--- src/rtl/run_detector_pkg.sv ---
// rtl/run_detector_pkg.sv - shared state/mode codes and helpers for run_detector
// Contents: state_e (IDLE/RUN0/RUN1), mode_e (EITHER/ZEROS/ONES/OFF),
//           RUN_W (run register width), mode_allows() polarity filter.
package run_detector_pkg;

  typedef enum logic [1:0] {
    ST_IDLE = 2'b00,
    ST_RUN0 = 2'b01,
    ST_RUN1 = 2'b10
  } state_e;

  typedef enum logic [1:0] {
    MODE_EITHER = 2'b00,
    MODE_ZEROS  = 2'b01,
    MODE_ONES   = 2'b10,
    MODE_OFF    = 2'b11
  } mode_e;

  // Wide enough for run lengths up to 16.
  localparam int RUN_W = 5;

  // True when the polarity filter lets a completed run in state st raise z.
  function automatic logic mode_allows(input logic [1:0] mode, input state_e st);
    logic ok;
    case (mode_e'(mode))
      MODE_EITHER: ok = (st == ST_RUN0) || (st == ST_RUN1);
      MODE_ZEROS:  ok = (st == ST_RUN0);
      MODE_ONES:   ok = (st == ST_RUN1);
      default:     ok = 1'b0;
    endcase
    return ok;
  endfunction

endpackage

--- src/rtl/run_detector_sat_counter.sv ---
// rtl/run_detector_sat_counter.sv - saturating up-counter with synchronous clear
// Ports: clk, reset (async active-low), clr (sync clear, wins over inc),
//        inc (count enable), q (count, sticks at all-ones).
module sat_counter #(
  parameter int WIDTH = 8
) (
  input  logic             clk,
  input  logic             reset,
  input  logic             clr,
  input  logic             inc,
  output logic [WIDTH-1:0] q
);

  logic [WIDTH-1:0] cnt_q;
  logic [WIDTH-1:0] cnt_d;

  always_comb begin
    cnt_d = cnt_q;
    if (clr) begin
      cnt_d = '0;
    end else if (inc && (cnt_q != {WIDTH{1'b1}})) begin
      cnt_d = cnt_q + {{(WIDTH-1){1'b0}}, 1'b1};
    end
  end

  always_ff @(posedge clk or negedge reset) begin
    if (!reset) begin
      cnt_q <= '0;
    end else begin
      cnt_q <= cnt_d;
    end
  end

  assign q = cnt_q;

endmodule

--- src/rtl/run_detector.sv ---
// rtl/run_detector.sv - serial equal-bit run detector with polarity filter and match counter
// Ports: clk, reset (async active-low), en (sample enable), w (serial bit),
//        mode (00 either, 01 zeros, 10 ones, 11 off), nonoverlap, clr (clears count),
//        z (registered match), state (IDLE/RUN0/RUN1), run (saturating length),
//        match_count (saturating).
module run_detector
  import run_detector_pkg::*;
#(
  parameter int RUN_LEN = 4,
  parameter int CNT_W   = 8
) (
  input  logic             clk,
  input  logic             reset,
  input  logic             en,
  input  logic             w,
  input  logic [1:0]       mode,
  input  logic             nonoverlap,
  input  logic             clr,
  output logic             z,
  output logic [1:0]       state,
  output logic [RUN_W-1:0] run,
  output logic [CNT_W-1:0] match_count
);

  localparam logic [RUN_W-1:0] RUN_MAX = RUN_W'(RUN_LEN);

  state_e           state_q, state_d;
  logic [RUN_W-1:0] run_q, run_d;
  logic             z_q, z_d;
  logic             inc;
  state_e           w_state;

  assign w_state = w ? ST_RUN1 : ST_RUN0;

  always_comb begin
    state_d = state_q;
    run_d   = run_q;
    if (en) begin
      // IDLE never equals a RUN code, so the first sample lands here too.
      if (state_q != w_state) begin
        state_d = w_state;
        run_d   = RUN_W'(1);
      end else if (run_q == RUN_MAX) begin
        if (nonoverlap) begin
          run_d = RUN_W'(1);
        end
      end else begin
        run_d = run_q + RUN_W'(1);
      end
    end
    // z depends only on the next registered state, so w never reaches z combinationally.
    z_d = (run_d == RUN_MAX) && mode_allows(mode, state_d);
  end

  // With nonoverlap a completed run restarts at 1, and a fresh run can only
  // reach RUN_MAX from below, so an enabled edge ending with z=1 is always a new match.
  assign inc = en && z_d;

  always_ff @(posedge clk or negedge reset) begin
    if (!reset) begin
      state_q <= ST_IDLE;
      run_q   <= '0;
      z_q     <= 1'b0;
    end else begin
      state_q <= state_d;
      run_q   <= run_d;
      z_q     <= z_d;
    end
  end

  sat_counter #(
    .WIDTH(CNT_W)
  ) u_match_cnt (
    .clk  (clk),
    .reset(reset),
    .clr  (clr),
    .inc  (inc),
    .q    (match_count)
  );

  assign z     = z_q;
  assign state = state_q;
  assign run   = run_q;

endmodule

--- config.mk ---
export PLATFORM = sky130hd
export DESIGN_NAME = run_detector
export DESIGN_NICKNAME = d
export VERILOG_FILES = /design/src/rtl/run_detector_pkg.sv /design/src/rtl/run_detector_sat_counter.sv /design/src/rtl/run_detector.sv
export SDC_FILE = /design/constraint.sdc
export NUM_CORES = 1
export LEC_CHECK = 0
export ABC_AREA = 0
export CORE_MARGIN = 8
export CORE_UTILIZATION = 53
export CTS_CLUSTER_DIAMETER = 200
export DETAILED_ROUTE_END_ITERATION = 8
export PLACE_DENSITY = 0.83
export SYNTH_ARGS = -nofsm -noshare
export SYNTH_HDL_FRONTEND = slang
export SYNTH_SLANG_ARGS = --single-unit
--- constraint.sdc ---
create_clock -name clk -period 6.5 [get_ports clk]
set_input_delay 1.3 -clock clk [delete_from_list [all_inputs] [get_ports clk]]
set_output_delay 1.3 -clock clk [all_outputs]
set_load 0.03 [all_outputs]
==> key figures, run 1 <==
Status
  – Outcome: finished, final reports clean

CTS
  – Num CTS Buffers: 3
  – Clock Tree Buf Depth: 2
  – CTS tree: yes
  – CTS Sinks: 16
  – Root Buffer: clkbuf_4
  – Hold_buf cts: 0
  – Post-cts resize count: 0
  – # Post-CTS Setup Buffers: 0
  – Clk_lat worst skew: 290 ps
  – Clock transition at path regs: 100 ps
  – H-tree levels: 1

STA
  – Final Hold Vio Count: 0
  – Final worst setup slack: 2426 ps
  – Final TNS setup: 0 ps
  – Worst slew margin: 49.27%
  – Worst Skew: 3.968 ps
  – Final setup vio count: 0
  – Hold slack: 588.2 ps
  – RSZ-0062 raised after global routing: false
  – Worst slew pin tran: 757.6 ps
  – Tmin final: 4074 ps
  – Highest Clock Rate: 245.5 MHz
  – Max Slew Vio Count: 0
  – Tcrit/Tclk final: 62.68%

Place
  – PortBufs: 23
  – Global placer's final weighted congestion: 0.8242
  – Detailed Place HPWL: 1.871 mm
  – Setup WS pre-CTS: 2133 ps

Synth
  – Synth area leaders: dfrtp_1, ha_1, inv_1, mux2_2, o221ai_2
  – Sequential cell area fraction in the yosys report: 36.74%
  – Synth cell types: 40
  – Largest area contributor in the netlist: dfrtp_1
  – Synthesized instance count: 109
  – Avg Cell Area, Syn: 9.998 µm²
  – Synth warn: 0
  – Yosys reg bits: 16
  – Area of the mapped netlist: 0.001090 mm²
  – Syn nets: 122
  – Synth top area share: 36.74%

Power
  – Sequential Power Share: 46.4%
  – Clk network pwr share: 21.2%
  – Sw power: 0.08956 mW
  – Logic pwr share: 32.4%
  – Int Power: 0.1613 mW
  – Pwr dens: 187.4 mW/mm²
  – Switching Share: 35.70%
  – VDD IR-drop max: 0.0001395 V
  – Leakage: 0.5491 nW

Global routing
  – Initial antenna violation count: 0
  – Vias in the first global route: 894
  – First-pass GRT wire length: 4.002 mm
  – Global route total overflow: 0
  – Largest net degree at the start of global routing: 17
  – Tot GR Track Use: 14.10%

Setup path
  – Setup crit end kind: flip-flop
  – WP data required: 6710 ps
  – CP max FO: 12
  – Worst EP arrival: 4280 ps
  – Startpoint types: primary input
  – Worst Setup Path Type: in -> reg

Floorplanning
  – Die W: 61.35 µm
  – Die Y: 61.35 µm
  – Core area: 0.001942 mm²
  – I/O pin cnt: 24
  – Die footprint: 0.003763 mm²
  – # rows: 16
  – Initial Utilization: 56.12%

Detailed routing
  – DRT Pass-1 Iters: 4
  – Final WL: 2.461 mm
  – Drc violations: 0
  – Antenna Nets Post-Route: 0
  – Vias: 916
  – Vias per inst: 5.834
  – Avg WL per Cell: 15.68 µm
  – Starting DRT DRC Count: 24

Cells and area
  – Final nets: 145
  – Multi-input gate area: 599.3 µm²
  – Synthesis-to-layout area growth: 22.85%
  – Share of cells above drive strength 1: 11.54%
  – Layout fillers: 164
  – Antenna fix cells: 0
  – Register area: 400.4 µm²

Run
  – Max-cap viol count: 0

Min path
  – Worst hold-check path type: reg -> reg
## power groups by stage
| stage | Clock [mW] | Sequential, mW | Combinational (mW) |
|---|---|---|---|
| after floorplan | 0 | 0.129 | 0.0434 |
| after global placement | 0 | 0.118 | 0.0797 |
| after detailed placement | 0 | 0.118 | 0.0814 |
| after CTS | 0.0544 | 0.116 | 0.0817 |
| after global routing | 0.0565 | 0.118 | 0.0889 |
| final | 0.0532 | 0.116 | 0.0813 |
## final timing paths
path / start / slack [ps] / cells after the start / endpoint
min in group asynchronous: reset / 1440 / 1 / u_match_cnt.q[5]$_DFFE_PN0P_
hold reg to reg: u_match_cnt.q[5]$_DFFE_PN0P_ / 590 / 2 / u_match_cnt.q[5]$_DFFE_PN0P_
setup / recovery: en / 2430 / 9 / u_match_cnt.q[5]$_DFFE_PN0P_
max in group asynchronous: reset / 4600 / 1 / run[2]$_DFF_PN0_
hold / removal: u_match_cnt.q[5]$_DFFE_PN0P_ / 590 / 2 / u_match_cnt.q[5]$_DFFE_PN0P_
setup reg to reg: run[1]$_DFF_PN0_ / 3770 / 8 / u_match_cnt.q[5]$_DFFE_PN0P_
## per-layer routing
metal / GRT usage [%] / routed length [µm]
met1: 15.49 / 1069
met2: 25.22 / 1255
met3: 2.088 / 117
met4: 7.792 / 19
met5: 0 / 0
## cell families (layout without fill, tap and decap cells)
group / Yosys count / after routing / synth area share (%)
mux: 6 / 6 / 5.970
buf+inv: 19 / 40 / 8.267
simple gates: 40 / 40 / 24.80
fa+ha+maj: 5 / 5 / 5.741
compound gates: 23 / 23 / 18.49
flops: 16 / 16 / 36.74
## through the flow
step / utilization [%] / area [µm²] / power, mW / instances
2_1_floorplan: - / 1090 / 0.1722 / 109
3_3_place_gp: 67.78 / 1316 / 0.1975 / 154
3_5_place_dp: 67.78 / 1316 / 0.1998 / 154
4_1_cts: 68.94 / 1339 / 0.2526 / 157
5_1_grt: 68.94 / 1339 / 0.2635 / 157
6_report: 68.94 / 1339 / 0.2509 / 157
## worst max-delay path: stages
cell,delay (ps)
clkdlybuf4s50_1,630
inv_1,230
mux2_2,370
ha_1,290
a211oi_1,200
a31oi_1,60
or4_4,500
or4_1,530
a21oi_1,160
## area by class of cell
cell class / count / share of cell area, %
multi-input cells: 74 / 44.77
flip-flops and latches: 16 / 29.91
repair buffers: 23 / 17.20
inverters: 14 / 3.925
well taps: 27 / 2.523
clock buffers: 3 / 1.682
## placed cells by master (no fill, tap or decap), types with 4 or more instances in the layout
cell and instances:
inv_1 14, nand3_1 4, a21oi_1 4, nor2_1 6, ha_1 5, or4_1 4
nor2b_1 4, clkdlybuf4s50_1 23, o31ai_1 4, mux2_2 4, dfrtp_1 16
## synthesized netlist by cell type
library cell / instances
a211oi_1: 1
a21boi_0: 1
a21oi_1: 4
a22o_1: 1
a31oi_1: 1
a41oi_1: 1
and2_1: 1
and3_1: 2
and3b_1: 1
and4b_1: 1
and4bb_2: 1
buf_4: 1
buf_6: 2
clkbuf_1: 2
dfrtp_1: 16
ha_1: 5
inv_1: 14
mux2_2: 4
mux2i_1: 2
nand2_1: 2
nand2b_1: 3
nand3_1: 4
nand4_1: 1
nand4bb_1: 2
nor2_1: 6
nor2b_1: 4
nor3_1: 2
nor3b_1: 2
nor3b_4: 1
nor4_1: 1
o2111ai_1: 3
o211ai_1: 2
o211ai_4: 1
o221a_2: 1
o221ai_1: 1
o221ai_2: 2
o31ai_1: 4
or2_2: 1
or4_1: 4
or4_4: 1
## state kept, by name, indices dropped and copies added (netlist names)
name	flops
run	5
state	2
u_match_cnt.q	8
z	1
Note: power is estimated with default switching activity, not from simulation.
==> run 2, diff against run 1 <==
--- a/config.mk
+++ b/config.mk
@@ -7,10 +7,10 @@
 export LEC_CHECK = 0
 export ABC_AREA = 0
 export CORE_MARGIN = 8
-export CORE_UTILIZATION = 53
+export CORE_UTILIZATION = 45
 export CTS_CLUSTER_DIAMETER = 200
 export DETAILED_ROUTE_END_ITERATION = 8
-export PLACE_DENSITY = 0.83
+export PLACE_DENSITY = 0.75
 export SYNTH_ARGS = -nofsm -noshare
 export SYNTH_HDL_FRONTEND = slang
 export SYNTH_SLANG_ARGS = --single-unit
==> constraint.sdc (replaced) <==
create_clock -name clk -period 3.5 [get_ports clk]
set_input_delay 0.7 -clock clk [delete_from_list [all_inputs] [get_ports clk]]
set_output_delay 0.7 -clock clk [all_outputs]
set_load 0.03 [all_outputs]
==> key figures, run 2 (synthesis results as in run 1) <==
Cells and area
  – Share of cells above drive strength 1: 13.53%
  – Most frequent cells in the layout: clkdlybuf4s50_1, dfrtp_1, inv_1
  – Synthesis-to-layout area growth: 25.83%
  – Fin area: 0.001371 mm²
  – Final nets: 147
  – Layout fillers: 223
  – Commonest non-fill, non-tap cell in the layout: clkdlybuf4s50_1
  – Antenna fix cells: 0
  – Max reg flops: 8

Global routing
  – Global route total overflow: 0
  – Tot GR Track Use: 12.21%
  – First-pass GRT wire length: 4.202 mm
  – Initial antenna violation count: 0
  – Largest net degree at the start of global routing: 17
  – Vias in the first global route: 988

STA
  – Max Slew Vio Count: 0
  – Final setup vio count: 0
  – Tcrit/Tclk final: 89.37%
  – Worst slew margin: 51.21%
  – Worst Skew: 6.423 ps
  – Final TNS setup: 0 ps
  – Highest Clock Rate: 319.7 MHz
  – RSZ-0062 raised after global routing: false
  – Tmin final: 3128 ps
  – Final Hold Vio Count: 0
  – Hold slack: 582.0 ps
  – Worst slew pin tran: 728.7 ps
  – Final worst setup slack: 372.1 ps

Detailed routing
  – Avg WL per Cell: 14.94 µm
  – Vias: 924
  – Drc violations: 0
  – Final WL: 2.436 mm
  – DRT Pass-1 Iters: 4
  – Vias per inst: 5.669
  – Starting DRT DRC Count: 47
  – Antenna Nets Post-Route: 0

CTS
  – H-tree levels: 1
  – Clock transition at path regs: 100 ps
  – Clk_lat worst skew: 290 ps
  – CTS tree: yes
  – Root Buffer: clkbuf_4
  – Num CTS Buffers: 3
  – # Post-CTS Setup Buffers: 0
  – Clock Tree Buf Depth: 2
  – Hold_buf cts: 0
  – CTS Sinks: 16
  – Post-cts resize count: 0

Floorplanning
  – Die footprint: 0.004252 mm²
  – Core area: 0.002387 mm²
  – Die Y: 65.21 µm
  – Initial Utilization: 45.65%
  – Die W: 65.21 µm
  – I/O pin cnt: 24
  – # rows: 18

Setup path
  – WP data required: 3720 ps
  – Setup crit end kind: flip-flop
  – CP max stage delay: 530 ps
  – CP max-delay cell: or4_1
  – Worst path cell trace: clkdlybuf4s50_1, inv_1, mux2_2, ha_1, a211oi_1, a31oi_1, or4_4, or4_1, a21oi_1
  – Startpoint types: primary input
  – CP max FO: 12
  – Worst EP arrival: 3350 ps
  – Worst Setup Path Type: in -> reg

Place
  – Global placer's final weighted congestion: 0.8123
  – Detailed Place HPWL: 1.884 mm
  – PortBufs: 23
  – Setup WS pre-CTS: 57.64 ps
  – Cell Area, Placed: 0.001335 mm²

Power
  – VDD IR-drop max: 0.0002119 V
  – Pwr dens: 358.9 mW/mm²
  – Leakage: 0.5659 nW
  – Power Total: 0.4922 mW

Min path
  – Worst hold-check path type: reg -> reg

Status
  – Outcome: finished, final reports clean

Run
  – Max-cap viol count: 0
-- run 2: area by class of cell --
cell class / instances / area, µm² / share of cell area, %
multi-input combinational: 74 / 599.3 / 43.70
sequential: 16 / 400.4 / 29.20
timing repair buffer: 25 / 245.2 / 17.88
inverter: 14 / 52.55 / 3.832
tap: 30 / 37.54 / 2.737
clock buffer: 4 / 36.28 / 2.646
-- run 2: worst paths after layout --
kind,start,end,slack [ps],cells past startpoint
max in group asynchronous,reset,u_match_cnt.q[4]$_DFFE_PN0P_,2240,1
min,u_match_cnt.q[7]$_DFFE_PN0P_,u_match_cnt.q[7]$_DFFE_PN0P_,580,2
min reg2reg,u_match_cnt.q[7]$_DFFE_PN0P_,u_match_cnt.q[7]$_DFFE_PN0P_,580,2
max,en,u_match_cnt.q[5]$_DFFE_PN0P_,370,9
min in group asynchronous,reset,u_match_cnt.q[1]$_DFFE_PN0P_,810,1
max reg2reg,run[1]$_DFF_PN0_,u_match_cnt.q[5]$_DFFE_PN0P_,770,8
-- run 2: per-layer routing --
layer / GRT usage [%] / vias up / part of all wire, %
li1: - / 454 / -
met1: 12.78 / 439 / 40
met2: 21.89 / 24 / 51
met3: 3.061 / 7 / 6.3
met4: 6.540 / 0 / 2.0
met5: 0 / - / 0
-- run 2: worst max-delay path: cells and delay by family --
kind | cells | cell delay [ps]
AO/OA/AOI/OAI | 3 | 430
adder cells (fa/ha/maj) | 1 | 290
buffers and inverters | 2 | 550
multiplexers | 1 | 340
AND/OR/NAND/NOR | 2 | 1030
-- run 2: report_power, final --
| group | switching, mW | internal (mW) | leakage, nW |
|---|---|---|---|
| Clock | 0.0601 | 0.0634 | 0.0210 |
| Combinational | 0.0865 | 0.0649 | 0.330 |
| Sequential | 0.0208 | 0.196 | 0.215 |
| Total | 0.167 | 0.325 | 0.566 |
-- run 2: stage by stage --
stage / instances / utilization, %
2_1_floorplan: 109 / -
3_3_place_gp: 159 / 55.92
3_5_place_dp: 159 / 55.92
4_1_cts: 163 / 57.44
5_1_grt: 163 / 57.44
6_report: 163 / 57.44
